$ cat config.mk
export PLATFORM = sky130hd
export DESIGN_NAME = spi_host_if
export DESIGN_NICKNAME = d
export VERILOG_FILES = /design/src/rtl/spi_host_if.sv
export SDC_FILE = /design/constraint.sdc
export NUM_CORES = 1
export LEC_CHECK = 0
export CAP_MARGIN = 15
export CORE_UTILIZATION = 64
export CTS_CLUSTER_DIAMETER = 40
export DETAILED_ROUTE_END_ITERATION = 10
export PLACE_DENSITY = 0.85
export SYNTH_ARGS = -nofsm -noshare
export SYNTH_HDL_FRONTEND = slang
export SYNTH_SLANG_ARGS = --single-unit
$ cat constraint.sdc
create_clock -name clk -period 12.67 [get_ports clk]
set_clock_uncertainty 0.05 [all_clocks]
set_input_delay 3.801 -clock clk [delete_from_list [all_inputs] [get_ports clk]]
set_output_delay 3.801 -clock clk [all_outputs]
set_load 0.02 [all_outputs]
$ cat src/rtl/spi_host_if.sv
// CPU-facing front end for the SPI controller: register bus, TX/RX FIFOs and
// a per-word transfer sequencer driving the controller's enable and shadows.
module spi_host_if #(
    parameter int unsigned DW    = 16,
    parameter int unsigned DEPTH = 8,
    parameter int unsigned AW    = 3
) (
    input  logic          clk,
    input  logic          rst,
    input  logic [1:0]    addr,
    input  logic          wr,
    input  logic          rd,
    input  logic [DW-1:0] wdata,
    output logic [DW-1:0] rdata,
    output logic          rd_valid,
    output logic          irq,
    output logic          spi_en,
    output logic          spi_cpol,
    output logic          spi_cpha,
    output logic [3:0]    spi_xfer_len,
    output logic [DW-1:0] tx_word,
    input  logic          spi_busy,
    input  logic          spi_done,
    input  logic [DW-1:0] rx_word
);

    localparam logic [AW:0] FullCnt = (AW+1)'(DEPTH);

    typedef enum logic [2:0] {StIdle, StLoad, StRun, StCapture, StDrain} state_e;

    state_e        state_q, state_d;
    logic [8:0]    ctrl_q, ctrl_d;
    logic          tx_ovf_q, tx_ovf_d, rx_ovf_q, rx_ovf_d, done_q, done_d;
    logic [AW-1:0] tx_wp_q, tx_wp_d, tx_rp_q, tx_rp_d;
    logic [AW-1:0] rx_wp_q, rx_wp_d, rx_rp_q, rx_rp_d;
    logic [AW:0]   tx_cnt_q, tx_cnt_d, rx_cnt_q, rx_cnt_d;
    logic [DW-1:0] rdata_q, rdata_d;
    logic          rd_valid_q;
    logic          spi_en_q, spi_cpol_q, spi_cpha_q;
    logic [3:0]    spi_len_q;
    logic [DW-1:0] tx_word_q, rx_hold_q;
    logic [DW-1:0] tx_mem_q [DEPTH];
    logic [DW-1:0] rx_mem_q [DEPTH];

    logic ctrl_wr, stat_wr, txd_wr, rxd_rd, tx_flush, rx_flush;
    logic tx_empty, tx_full, rx_empty, rx_full;
    logic tx_push, tx_pop, rx_push, rx_pop, capture, rx_has_room;
    logic [15:0] status;

    logic unused_wdata;
    assign unused_wdata = ^wdata[DW-1:11];

    assign ctrl_wr  = wr & (addr == 2'd0);
    assign stat_wr  = wr & (addr == 2'd1);
    assign txd_wr   = wr & (addr == 2'd2);
    assign rxd_rd   = rd & (addr == 2'd3);
    assign tx_flush = ctrl_wr & wdata[9];
    assign rx_flush = ctrl_wr & wdata[10];

    assign tx_empty = (tx_cnt_q == '0);
    assign tx_full  = (tx_cnt_q == FullCnt);
    assign rx_empty = (rx_cnt_q == '0);
    assign rx_full  = (rx_cnt_q == FullCnt);
    assign capture  = (state_q == StCapture);

    // A flush cancels any same-cycle push/pop on that FIFO.
    assign tx_push  = txd_wr & ~tx_full & ~tx_flush;
    assign tx_pop   = (state_q == StLoad) & ~tx_empty & ~tx_flush;
    assign rx_pop   = rxd_rd & ~rx_empty & ~rx_flush;
    // Room is judged after a same-cycle bus pop, so a full FIFO can still accept.
    assign rx_has_room = ((rx_cnt_q - {{AW{1'b0}}, rx_pop}) != FullCnt);
    assign rx_push  = capture & rx_has_room & ~rx_flush;

    assign status = {4'(tx_cnt_q), 4'(rx_cnt_q), done_q, rx_ovf_q, tx_ovf_q,
                     rx_full, rx_empty, tx_full, tx_empty, (state_q != StIdle)};

    // Next state for control/status registers, FIFO pointers and read data.
    always_comb begin
        ctrl_d   = ctrl_wr ? wdata[8:0] : ctrl_q;
        tx_ovf_d = (tx_ovf_q & ~(stat_wr & wdata[5])) | (txd_wr & tx_full);
        rx_ovf_d = (rx_ovf_q & ~(stat_wr & wdata[6])) | (capture & ~rx_has_room);
        done_d   = (done_q & ~(stat_wr & wdata[7])) | capture;

        tx_wp_d  = tx_wp_q + AW'(tx_push);
        tx_rp_d  = tx_rp_q + AW'(tx_pop);
        tx_cnt_d = tx_cnt_q + (AW+1)'(tx_push) - (AW+1)'(tx_pop);
        if (tx_flush) begin
            tx_wp_d  = '0;
            tx_rp_d  = '0;
            tx_cnt_d = '0;
        end

        rx_wp_d  = rx_wp_q + AW'(rx_push);
        rx_rp_d  = rx_rp_q + AW'(rx_pop);
        rx_cnt_d = rx_cnt_q + (AW+1)'(rx_push) - (AW+1)'(rx_pop);
        if (rx_flush) begin
            rx_wp_d  = '0;
            rx_rp_d  = '0;
            rx_cnt_d = '0;
        end

        rdata_d = rdata_q;
        if (rd) begin
            unique case (addr)
                2'd0:    rdata_d = DW'(ctrl_q);
                2'd1:    rdata_d = DW'(status);
                2'd2:    rdata_d = '0;
                default: rdata_d = rx_empty ? '0 : rx_mem_q[rx_rp_q];
            endcase
        end
    end

    // Register bus state and FIFO bookkeeping.
    always_ff @(posedge clk) begin
        if (rst) begin
            ctrl_q     <= '0;
            tx_ovf_q   <= 1'b0;
            rx_ovf_q   <= 1'b0;
            done_q     <= 1'b0;
            tx_wp_q    <= '0;
            tx_rp_q    <= '0;
            tx_cnt_q   <= '0;
            rx_wp_q    <= '0;
            rx_rp_q    <= '0;
            rx_cnt_q   <= '0;
            rdata_q    <= '0;
            rd_valid_q <= 1'b0;
        end else begin
            ctrl_q     <= ctrl_d;
            tx_ovf_q   <= tx_ovf_d;
            rx_ovf_q   <= rx_ovf_d;
            done_q     <= done_d;
            tx_wp_q    <= tx_wp_d;
            tx_rp_q    <= tx_rp_d;
            tx_cnt_q   <= tx_cnt_d;
            rx_wp_q    <= rx_wp_d;
            rx_rp_q    <= rx_rp_d;
            rx_cnt_q   <= rx_cnt_d;
            rdata_q    <= rdata_d;
            rd_valid_q <= rd;
        end
    end

    // FIFO storage; contents are don't-care until pushed.
    always_ff @(posedge clk) begin
        if (tx_push) tx_mem_q[tx_wp_q] <= wdata;
        if (rx_push) rx_mem_q[rx_wp_q] <= rx_hold_q;
    end

    // Sequencer next state.
    always_comb begin
        state_d = state_q;
        unique case (state_q)
            StIdle:    if (ctrl_q[0] & ~tx_empty & ~spi_busy) state_d = StLoad;
            StLoad:    state_d = StRun;
            StRun:     if (spi_done) state_d = StCapture;
            StCapture: state_d = StDrain;
            StDrain:   if (~spi_busy) state_d = StIdle;
            default:   state_d = StIdle;
        endcase
    end

    // Sequencer state with registered controller-facing outputs.
    always_ff @(posedge clk) begin
        if (rst) begin
            state_q    <= StIdle;
            spi_en_q   <= 1'b0;
            spi_cpol_q <= 1'b0;
            spi_cpha_q <= 1'b0;
            spi_len_q  <= '0;
            tx_word_q  <= '0;
            rx_hold_q  <= '0;
        end else begin
            state_q  <= state_d;
            spi_en_q <= (state_d == StRun) | (state_d == StCapture);
            if (state_q == StLoad) begin
                spi_cpol_q <= ctrl_q[1];
                spi_cpha_q <= ctrl_q[2];
                spi_len_q  <= ctrl_q[6:3];
            end
            if (tx_pop) tx_word_q <= tx_mem_q[tx_rp_q];
            // rx_word is only guaranteed while spi_done is high, so hold it for CAPTURE.
            if ((state_q == StRun) & spi_done) rx_hold_q <= rx_word;
        end
    end

    assign rdata        = rdata_q;
    assign rd_valid     = rd_valid_q;
    assign irq          = (ctrl_q[7] & done_q) | (ctrl_q[8] & ~rx_empty);
    assign spi_en       = spi_en_q;
    assign spi_cpol     = spi_cpol_q;
    assign spi_cpha     = spi_cpha_q;
    assign spi_xfer_len = spi_len_q;
    assign tx_word      = tx_word_q;

endmodule
==> metrics.md, run 1 <==
| Metric | Value |
|---|---|
| Ant. Diodes | 0 |
| RD Place Congestion | about 0.81 |
| Setup Fix Bufs, Post-CTS | 0 |
| Data required time at the worst endpoint | ~13 ns |
| Cts hold-fix bufs | 0 |
| Total track usage | between 20% and 30% |
| Critical path class | in -> reg |
| Slowest cell on the critical path | clkdlybuf4s50_1 |
| Syn nets | 932 |
| Clock Path Buffers | 3 |
| #FFs+latches synth | 347 |
| Final setup violating endpoints | 0 |
| CP dominant cell by count | ha_1 |
| RSZ-0062 raised after global routing | false |
| Cell Count, Final, Fillers Out | 1272 |
| Max transition margin | roughly a third |
| First-pass GRT wire length | 44400 um |
| Die X | 149 um |
| Final ANT Viol Nets | 0 |
| Final core occ | 77.3% |
| Main combinational cell family by area after synthesis | multiplexers |
| DP Cell Count | 1196 |
| Post-synth EDFFs | 256 |
| Setup TNS | 0 ns |
| CTS resizes | 0 |
| Period Utilization, post-route | 57.6% |
| Primary FF master, synth | edfxtp_1 |
| Die Y | 149 um |
| CTS root buf | clkbuf_16 |
| LEAKAGE | about 5.5 nW |
| Startpoint Class | primary input |
| Clock Sinks | 347 |
| DRC violations left | 0 |
| Hold_ws | ~0.43 ns |
| Max-slew violations | 0 |
| CP peak stage delay | approximately 0.84 ns |
| Peak supply drop | 0.113 mV |
| Area fraction in compound gates after synthesis | about 6.6% |
| CTS tree | yes |
| Synth Area in XOR/XNOR | 0.635% |
| Reg2Reg Setup Slack | 8.46 ns |
| Die area | 22200 sq um |
| Core area | 21100 sq um |
| Final min period | ~7.3 ns |
| Cell family with most CP delay | simple AND/OR/NAND/NOR gates |
| Actual slew at the worst max-slew pin | around 1.0 ns |
| Register area share after synthesis | 68.9% |
| Cell Rows | 53 |
| Total grt overflow | 0 |
| Initial antenna violation count | 0 |
| Initial Util | 65.4% |
| Clock insertion delay at the later pin of the skew report | 0.52 ns |
| Via density | 6.14 |
| Mux share of post-synthesis cell area | 12.5% |
| Number of max-cap violations | 0 |
| DP HPWL | 18100 um |
| Cell variety after synth | 59 |
| CTS H-tree lvls | 2 |
| Power per Cell Area | between 150 and 200 nW/um^2 |
| Post-synthesis cell count | 867 |
| Synth warn | 0 |
| Run status | finished, final reports clean |
| WL/cell | 22.9 um |
| Synth Area in Adders | under 10% |
| Crit. End Element | flip-flop |
| Synth Cell Area | 13800 sq um |
| Number of buffers created by CTS | 41 |
| Port Buffer Count | 80 |
| Asr flop ratio synth | 0% |
| Max frequency | around 0.14 GHz |
| Worst Hold Class | reg -> reg |
| DR vias | 7806 |
| CP Buf/Inv Count | 3 |
| I/O pin cnt | 81 |
| Avg Cell Area, Syn | ~16 sq um |
| DRT Pass-1 Iters | 5 |
| Routed Wire Length | 29200 um |
| Nets@finish | 1029 |
| Vias in the first global route | 7899 |
| DR iter-0 viols | 571 |
| Crit-path cells | clkdlybuf4s50_1, and4_1, ha_1, nand2b_1, and3_1, o2111a_1, or2_2, ha_1, inv_1, ha_1, inv_1, fa_1, xnor2_1, nor2_1 |
| Largest net degree at the start of global routing | 54 |
| Simple-gate share of the synthesized area | 6.55% |
| Worst Path Arrival | around 7.7 ns |
| CP max FO | 20 |
| Final hold violation count | 0 |
| Worst-path clk slew | 0.06 ns |
| Layout cells sized above 1 | 13.3% |
| Layout area overhead | 18.1% |
layer usage:
| metal | share of wire [%] | global-route usage, % |
|---|---|---|
| met4 | 2.8 | 10.7 |
| met5 | 0 | 0 |
| met3 | 5.9 | 4.53 |
| met1 | 40 | 35.0 |
| met2 | 51 | 46.7 |
registers in the layout, indices dropped and copies added, names as in the netlist, 3 cells and up:
register,cells
tx_mem_q,128
spi_xfer_len,4
ctrl_q,9
rx_cnt_q,4
rx_wp_q,3
rx_hold_q,16
rdata,16
tx_cnt_q,4
rx_mem_q,128
tx_word,16
tx_wp_q,3
rx_rp_q,3
state_q,3
tx_rp_q,3
cells in the mapped netlist (all sizes together) (2+ instances only):
library cell  number  area [sq um]
a21oi             30           154
nand3              9          45.0
mux4              35           901
a22o              17           149
a211oi             3          22.5
a31oi              8          50.1
edfxtp           256          7690
o21ai             13          65.1
fa                 2          40.0
nor3              11          55.1
and3               2          12.5
xor2               2          17.5
inv               17          63.8
o22ai             18           113
xnor2              8          70.1
dfxtp             91          1820
o221ai             4          35.0
mux2              24           270
a211o              9          78.8
nor4               3          18.8
a221o              4          40.0
nor2b             14          87.6
clkbuf            15          56.3
nor3b              3          33.8
a221oi             4          35.0
a21o               4          30.0
a22oi             12          90.1
mux2i             55           551
nor4b              4          35.0
and3b              2          17.5
buf               32           213
or2                2          12.5
and2              15          93.8
and4               2          17.5
nor2              51           196
nand2             40           150
ha                23           288
nand3b             2          15.0
nand2b            13          81.3
placed cells by master (no fill, tap or decap), types with 18 or more instances in the layout:
cell type        Yosys  layout
clkdlybuf4s50_1      0      79
buf_4                1      21
edfxtp_1           256     256
o22ai_1             18      18
nand2_1             40      40
dfxtp_1             91      90
clkbuf_16            0      43
ha_1                23      23
a21oi_1             29      29
mux4_1              30      30
mux2_2              24      24
mux2i_1             55      55
nor2_1              49      49
final timing paths:
| check | startpoint | to | depth (start not counted) |
|---|---|---|---|
| max | addr[0] | rx_cnt_q[2] | 14 |
| min | tx_word[2] | tx_word[2] | 1 |
| max reg2reg | rx_cnt_q[2] | rx_cnt_q[2] | 16 |
| min reg2reg | tx_word[2] | tx_word[2] | 1 |
stage by stage:
stage	worst slack (ns)	instance area, sq um	power, W
2_1_floorplan	4.99	13800	0.00133
3_3_place_gp	4.96	14900	0.00138
3_5_place_dp	4.84	14900	0.00138
4_1_cts	5.40	16300	0.00256
5_1_grt	5.23	16300	0.00261
6_report	5.37	16300	0.00254
report_power, final:
part | switching, W | internal [W] | leakage [nW] | total (W)
logic | 0.0000727 | 0.0000532 | 1.72 | 0.000126
registers | 0.0000114 | 0.00122 | 3.07 | 0.00123
clock network | 0.000460 | 0.000724 | 0.671 | 0.00118
total | 0.000544 | 0.00200 | 5.46 | 0.00254
layout make-up:
| class | count | area (sq um) |
|---|---|---|
| Clock inverter | 22 | 258 |
| Inverter | 17 | 63.8 |
| Multi-Input combinational cell | 456 | 4030 |
| Clock buffer | 54 | 1140 |
| Tap cell | 275 | 344 |
| Fill cell | 1153 | 4790 |
| Sequential cell | 347 | 9510 |
| Timing Repair Buffer | 101 | 953 |
cells by family after synthesis:
| family | after synthesis |
|---|---|
| mux | 114 |
| compound gates | 130 |
| buf+inv | 64 |
| simple gates | 177 |
| fa+ha+maj | 25 |
| xor+xnor | 10 |
| flops | 347 |
worst register-to-register path, stage by stage, from the launching register on:
cell,delay (ns)
dfxtp_1,0.35
inv_1,0.18
ha_1,0.22
or3b_2,0.50
and4_1,0.28
ha_1,0.22
nand2b_1,0.16
and3_1,0.18
o2111a_1,0.43
or2_2,0.38
ha_1,0.29
inv_1,0.06
ha_1,0.15
inv_1,0.06
fa_1,0.38
xnor2_1,0.16
nor2_1,0.05
(Power assumes the default switching activity.)
==> run 2: changes to the inputs <==
--- a/config.mk
+++ b/config.mk
@@ -6,10 +6,10 @@
 export NUM_CORES = 1
 export LEC_CHECK = 0
 export CAP_MARGIN = 15
-export CORE_UTILIZATION = 64
+export CORE_UTILIZATION = 59
 export CTS_CLUSTER_DIAMETER = 40
 export DETAILED_ROUTE_END_ITERATION = 10
-export PLACE_DENSITY = 0.85
+export PLACE_DENSITY = 0.79
 export SYNTH_ARGS = -nofsm -noshare
 export SYNTH_HDL_FRONTEND = slang
 export SYNTH_SLANG_ARGS = --single-unit
==> constraint.sdc (replaced) <==
create_clock -name clk -period 7.05 [get_ports clk]
set_clock_uncertainty 0.05 [all_clocks]
set_input_delay 2.115 -clock clk [delete_from_list [all_inputs] [get_ports clk]]
set_output_delay 2.115 -clock clk [all_outputs]
set_load 0.02 [all_outputs]
==> run 2 against run 1 <==
Against the previous run:
- sequential cell count is the same
- register-to-register slack lost 5.6 ns
- clock-buffer cell count shrank 4
- largest cell class unchanged
==> metrics.md, run 2 (synthesis results as in run 1) <==
| Metric | Value |
|---|---|
| FILL cells | 1422 (+23%) |
| WL/cell | 22.0 um (-4.0%) |
| Clock Sinks | 347 (unchanged) |
| Number of max-cap violations | 0 (unchanged) |
| Final design area excluding fillers | 16400 sq um (+0.34%) |
| DRC violations left | 0 (unchanged) |
| RD Place Congestion | 0.821 (+0.80%) |
| Setup Fix Bufs, Post-CTS | 0 (unchanged) |
| Data required time at the worst endpoint | 7.42 ns (-5.61 ns) |
| Total track usage | 24.9% (-2.4 points) |
| Period Utilization, post-route | 72.9% |
| Cts hold-fix bufs | 0 (unchanged) |
| Clock Path Buffers | 3 (unchanged) |
| First-pass GRT wire length | 44600 um (+0.44%) |
| LEAKAGE | 5.48 nW (+0.44%) |
| Startpoint Class | primary input |
| CTS H-tree lvls | 2 (unchanged) |
| Critical path class | in -> reg |
| Final setup violating endpoints | 0 (unchanged) |
| Max transition margin | 29.7% (-2.9 points) |
| Die Y | 155 um (+4.1%) |
| Ant. Diodes | 0 (unchanged) |
| Actual slew at the worst max-slew pin | 1.05 ns (+0.0460 ns) |
| Layout area overhead | 18.5% |
| Final WS setup | 1.91 ns (-3.46 ns) |
| CTS root buf | clkbuf_16 |
| DRT Pass-1 Iters | 5 (unchanged) |
| Initial Util | 60.6% (-4.9 points) |
| DR vias | 7818 (+0.15%) |
| Routed Wire Length | 28900 um (-0.75%) |
| Largest net degree at the start of global routing | 39 (-28%) |
| Crit. End Element | flip-flop |
| CTS tree | yes |
| Initial antenna violation count | 0 (unchanged) |
| Slowest cell on the critical path | o2111a_1 |
| Hold_ws | 0.414 ns (-0.0141 ns) |
| Final min period | 5.14 ns |
| Crit-path cells | clkdlybuf4s50_1, buf_4, and4_1, ha_1, nand2b_1, and3_1, o2111a_1, or2_2, ha_1, inv_1, ha_1, inv_1, fa_1, xnor2_1, nor2_1 |
| Clock insertion delay at the later pin of the skew report | 0.54 ns (+0.02 ns) |
| Cell family with most CP delay | adder cells |
| Commonest non-fill, non-tap cell in the layout | edfxtp_1 |
| CP dominant cell by count | ha_1 |
| DR iter-0 viols | 654 (+15%) |
| Via density | 5.95 (-3.1%) |
| Layout cells sized above 1 | 14.2% (+0.83 points) |
| RSZ-0062 raised after global routing | false |
| DP HPWL | 18100 um (about the same) |
| Vias in the first global route | 7920 (+0.27%) |
| Core area | 22800 sq um (+8.0%) |
| Final hold violation count | 0 (unchanged) |
| I/O pin cnt | 81 (unchanged) |
| Pre-CTS setup slack | 1.39 ns (-3.45 ns) |
| Worst-path clk slew | 0.06 ns (about the same) |
| Max-slew violations | 0 (unchanged) |
| Worst Path Arrival | 5.51 ns (-2.15 ns) |
| Nets@finish | 1034 (+0.49%) |
| Run status | finished, final reports clean |
| Port Buffer Count | 80 (unchanged) |
| Power per Cell Area | 276 nW/um^2 (+77%) |
| Setup TNS | 0 ns (unchanged) |
| CP max FO | 20 (unchanged) |
| Number of buffers created by CTS | 41 (unchanged) |
| Die area | 24000 sq um (+8.4%) |
| Total grt overflow | 0 (unchanged) |
| CP Buf/Inv Count | 4 (+1) |
| Peak supply drop | 0.203 mV (+79%) |
| Most frequent cells in the layout | edfxtp_1 (256), dfxtp_1 (90), clkdlybuf4s50_1 (79), mux2i_1 (55), nor2_1 (49) |
| Largest registers | rx_mem_q x128, tx_mem_q x128 |
| Final ANT Viol Nets | 0 (unchanged) |
| Placed instance area | 15000 sq um (+0.49%) |
| Die X | 155 um (+4.1%) |
| CP peak stage delay | 0.44 ns (-0.40 ns) |
| Worst Hold Class | reg -> reg |
| Cell Rows | 55 (+3.8%) |
| Max frequency | 0.194 GHz |
| CTS resizes | 0 (unchanged) |
[run 2: final cells by class]
| cell class | count | area (sq um) | share of cell area, % |
|---|---|---|---|
| clock buffer | 50 | 1110 | 6.80 |
| clock inverter | 26 | 267 | 1.63 |
| inverter | 17 | 63.8 | 0.390 |
| multi-input combinational | 456 | 4020 | 24.6 |
| sequential | 347 | 9510 | 58.2 |
| tap | 313 | 392 | 2.40 |
| timing repair buffer | 106 | 991 | 6.06 |
[run 2: final timing paths]
path / from / to / slack [ns] / cells past startpoint
worst max-delay path: addr[0] / rx_cnt_q[2] / 1.91 / 15
worst min-delay path: rdata[3] / rdata[3] / 0.41 / 1
worst max register to register: rx_cnt_q[2] / rx_cnt_q[2] / 2.87 / 16
worst min register to register: rdata[3] / rdata[3] / 0.41 / 1
[run 2: metal layers]
layer,up-vias,global-route usage (%),routed length [um]
met4,0,6.65,499
met3,40,3.59,1630
met5,-,0,0
met2,257,43.9,14900
met1,3939,32.4,11900
li1,3582,-,-
[run 2: worst reg2reg max path, stage by stage (launching register included)]
cell	delay, ns
dfxtp_1	0.34
inv_1	0.17
ha_1	0.19
or3b_2	0.51
and4_1	0.28
ha_1	0.22
nand2b_1	0.16
and3_1	0.18
o2111a_1	0.44
or2_2	0.38
ha_1	0.29
inv_1	0.06
ha_1	0.16
inv_1	0.06
fa_1	0.37
xnor2_1	0.16
nor2_1	0.05
[run 2: where the power goes]
part           leakage [nW]  switching, W  internal (W)  total [W]
sequential             3.07     0.0000190       0.00220    0.00222
clock                 0.660      0.000867       0.00120    0.00206
combinational          1.76      0.000134     0.0000964   0.000230
total                  5.48       0.00102       0.00349    0.00451
[run 2: per-stage QoR]
stage / cells / util, % / total power (W)
3_5_place_dp: 1239 / 65.7 / 0.00249
4_1_cts: 1315 / 71.8 / 0.00454
3_3_place_gp: 1239 / 65.7 / 0.00248
2_1_floorplan: 867 / - / 0.00239
5_1_grt: 1315 / 71.8 / 0.00464
6_report: 1315 / 71.8 / 0.00451
==> run 3: changes to the inputs <==
--- a/config.mk
+++ b/config.mk
@@ -6,10 +6,10 @@
 export NUM_CORES = 1
 export LEC_CHECK = 0
 export CAP_MARGIN = 15
-export CORE_UTILIZATION = 59
+export CORE_UTILIZATION = 53
 export CTS_CLUSTER_DIAMETER = 40
 export DETAILED_ROUTE_END_ITERATION = 10
-export PLACE_DENSITY = 0.79
+export PLACE_DENSITY = 0.75
 export SYNTH_ARGS = -nofsm -noshare
 export SYNTH_HDL_FRONTEND = slang
 export SYNTH_SLANG_ARGS = --single-unit
==> constraint.sdc (replaced) <==
create_clock -name clk -period 4.3 [get_ports clk]
set_clock_uncertainty 0.05 [all_clocks]
set_input_delay 1.29 -clock clk [delete_from_list [all_inputs] [get_ports clk]]
set_output_delay 1.29 -clock clk [all_outputs]
set_load 0.02 [all_outputs]
==> run 3 against run 2 <==
Against the previous run:
- clock-buffer cell count is 2 lower
- design area is 2.0% higher
- non-clock buffer count up 22
- critical path type is now reg -> out
- worst setup slack worse by 1.5 ns
- sequential share of layout area fell by 1.1 points
- critical endpoint is now irq
==> metrics.md, run 3 (synthesis results as in run 1) <==
| Metric | Value |
|---|---|
| Run status | finished, final reports clean |
| Period Utilization, post-route | 90.2% |
| LEAKAGE | 5.67 nW (+3.3%) |
| DR vias | 7872 (+0.69%) |
| Clock insertion delay at the later pin of the skew report | 0.53 ns (about the same) |
| CTS resizes | 0 (unchanged) |
| Die Y | 163 um (+5.4%) |
| DRC violations left | 0 (unchanged) |
| Routed Wire Length | 28700 um (-0.70%) |
| CTS root buf | clkbuf_16 |
| Final setup violating endpoints | 0 (unchanged) |
| Data required time at the worst endpoint | 2.96 ns (-4.46 ns) |
| Max-slew violations | 0 (unchanged) |
| Worst-path clk slew | 0.06 ns (about the same) |
| I/O pin cnt | 81 (unchanged) |
| Max transition margin | 23.2% (-6.5 points) |
| Gate power share | 5.5% (+0.4 points) |
| Switching share of power | 22.0% (-0.57 points) |
| First-pass GRT wire length | 43700 um (-2.1%) |
| CTS tree | yes |
| Commonest non-fill, non-tap cell in the layout | edfxtp_1 |
| Total grt overflow | 0 (unchanged) |
| Number of max-cap violations | 0 (unchanged) |
| Total track usage | 22.0% (-2.9 points) |
| CP max FO | 5 (-75%) |
| RD Place Congestion | 0.827 (+0.67%) |
| Clock power frac | 46.9% (+1.1 points) |
| Cell Count, Final, Fillers Out | 1355 (+3.0%) |
| Pre-CTS setup slack | -0.0953 ns (-1.48 ns) |
| Actual slew at the worst max-slew pin | 1.15 ns (+0.0978 ns) |
| Initial antenna violation count | 0 (unchanged) |
| Core area | 25300 sq um (+11%) |
| Crit. End Element | primary output |
| Final design area excluding fillers | 16700 sq um (+2.0%) |
| Via density | 5.81 (-2.3%) |
| Final min period | 3.88 ns |
| Clock Path Buffers | 3 (unchanged) |
| DRT Pass-1 Iters | 6 (+1) |
| Final ANT Viol Nets | 0 (unchanged) |
| Layout cells sized above 1 | 16.6% (+2.4 points) |
| Most frequent cells in the layout | edfxtp_1 (256), dfxtp_1 (90), clkdlybuf4s50_1 (79), mux2i_1 (55), nor2_1 (49) |
| RSZ-0062 raised after global routing | false |
| Critical path class | reg -> out |
| CTS H-tree lvls | 2 (unchanged) |
| Ant. Diodes | 0 (unchanged) |
| FILL cells | 1694 (+19%) |
| Max frequency | 0.258 GHz |
| Placed instance area | 15200 sq um (+1.7%) |
| Net switching power | 0.00169 W (+65%) |
| Largest net degree at the start of global routing | 37 (-5.1%) |
| Worst Hold Class | reg -> reg |
| Die X | 163 um (+5.4%) |
| Worst Path Arrival | 2.54 ns (-2.97 ns) |
| DP Cell Count | 1278 (+3.1%) |
| Vias in the first global route | 7772 (-1.9%) |
| Startpoint Class | flip-flop |
| DP HPWL | 18500 um (+2.4%) |
| Clock Sinks | 347 (unchanged) |
| Setup Fix Bufs, Post-CTS | 0 (unchanged) |
| Largest registers | rx_mem_q x128, tx_mem_q x128 |
| Peak supply drop | 0.453 mV (+120%) |
| Final Total Pwr | 0.00765 W (+70%) |
| Cell Rows | 58 (+5.5%) |
| Layout area overhead | 20.9% |
| Cts hold-fix bufs | 0 (unchanged) |
| Power per Cell Area | 459 nW/um^2 (+66%) |
| DR iter-0 viols | 765 (+17%) |
| WL/cell | 21.2 um (-3.6%) |
| Final core occ | 65.8% (-5.9 points) |
| Final WS setup | 0.420 ns (-1.49 ns) |
| Die area | 26700 sq um (+11%) |
| Initial Util | 54.5% (-6.1 points) |
| Internal power | 0.00596 W (+71%) |
| Flop pwr share | 47.6% (-1.5 points) |
| Port Buffer Count | 80 (unchanged) |
| Nets@finish | 1057 (+2.2%) |
| Final hold violation count | 0 (unchanged) |
| Number of buffers created by CTS | 42 (+2.4%) |
[run 3: cell type report]
type                            instances  area [sq um]  share of cell area, %
Clock buffer                           48          1140                   6.81
Clock inverter                         29           320                   1.92
Inverter                               17          63.8                  0.383
Multi-Input combinational cell        456          4080                   24.5
Sequential cell                       347          9510                   57.0
Tap cell                              330           413                   2.48
Timing Repair Buffer                  128          1160                   6.93
[run 3: routing by layer]
metal | routed length (um) | global-route usage, %
met1 | 12100 | 28.6
met2 | 14200 | 37.2
met3 | 1760 | 4.11
met4 | 648 | 7.05
met5 | 0 | 0
[run 3: power by group through the flow]
stage                     sequential, W  clock (W)  combinational, W
after floorplan                 0.00370          0          0.000244
after detailed placement        0.00371          0          0.000420
after global placement          0.00371          0          0.000408
after global routing            0.00364    0.00377          0.000453
final                           0.00364    0.00359          0.000421
after CTS                       0.00364    0.00364          0.000422
[run 3: worst max-delay path, cell delays in order (launching register included)]
cell and delay (ns):
dfxtp_1 0.36, inv_1 0.16, ha_1 0.21, or3b_2 0.50
a22o_1 0.25, clkdlybuf4s50_1 0.55
[run 3: final timing paths]
check | start | endpoint | slack, ns | cells past startpoint
worst max-delay path | rx_cnt_q[2] | irq | 0.42 | 5
worst min-delay path | rdata[4] | rdata[4] | 0.42 | 1
worst max register to register | rx_cnt_q[2] | rx_cnt_q[2] | 0.47 | 16
worst min register to register | rdata[4] | rdata[4] | 0.42 | 1
[run 3: through the flow]
stage / hold slack, ns / TNS [ns]
after global placement: 0.410 / -0.0499
after floorplan: 0.409 / 0
after detailed placement: 0.404 / -0.123
final: 0.422 / 0
after global routing: 0.436 / 0
after CTS: 0.429 / 0
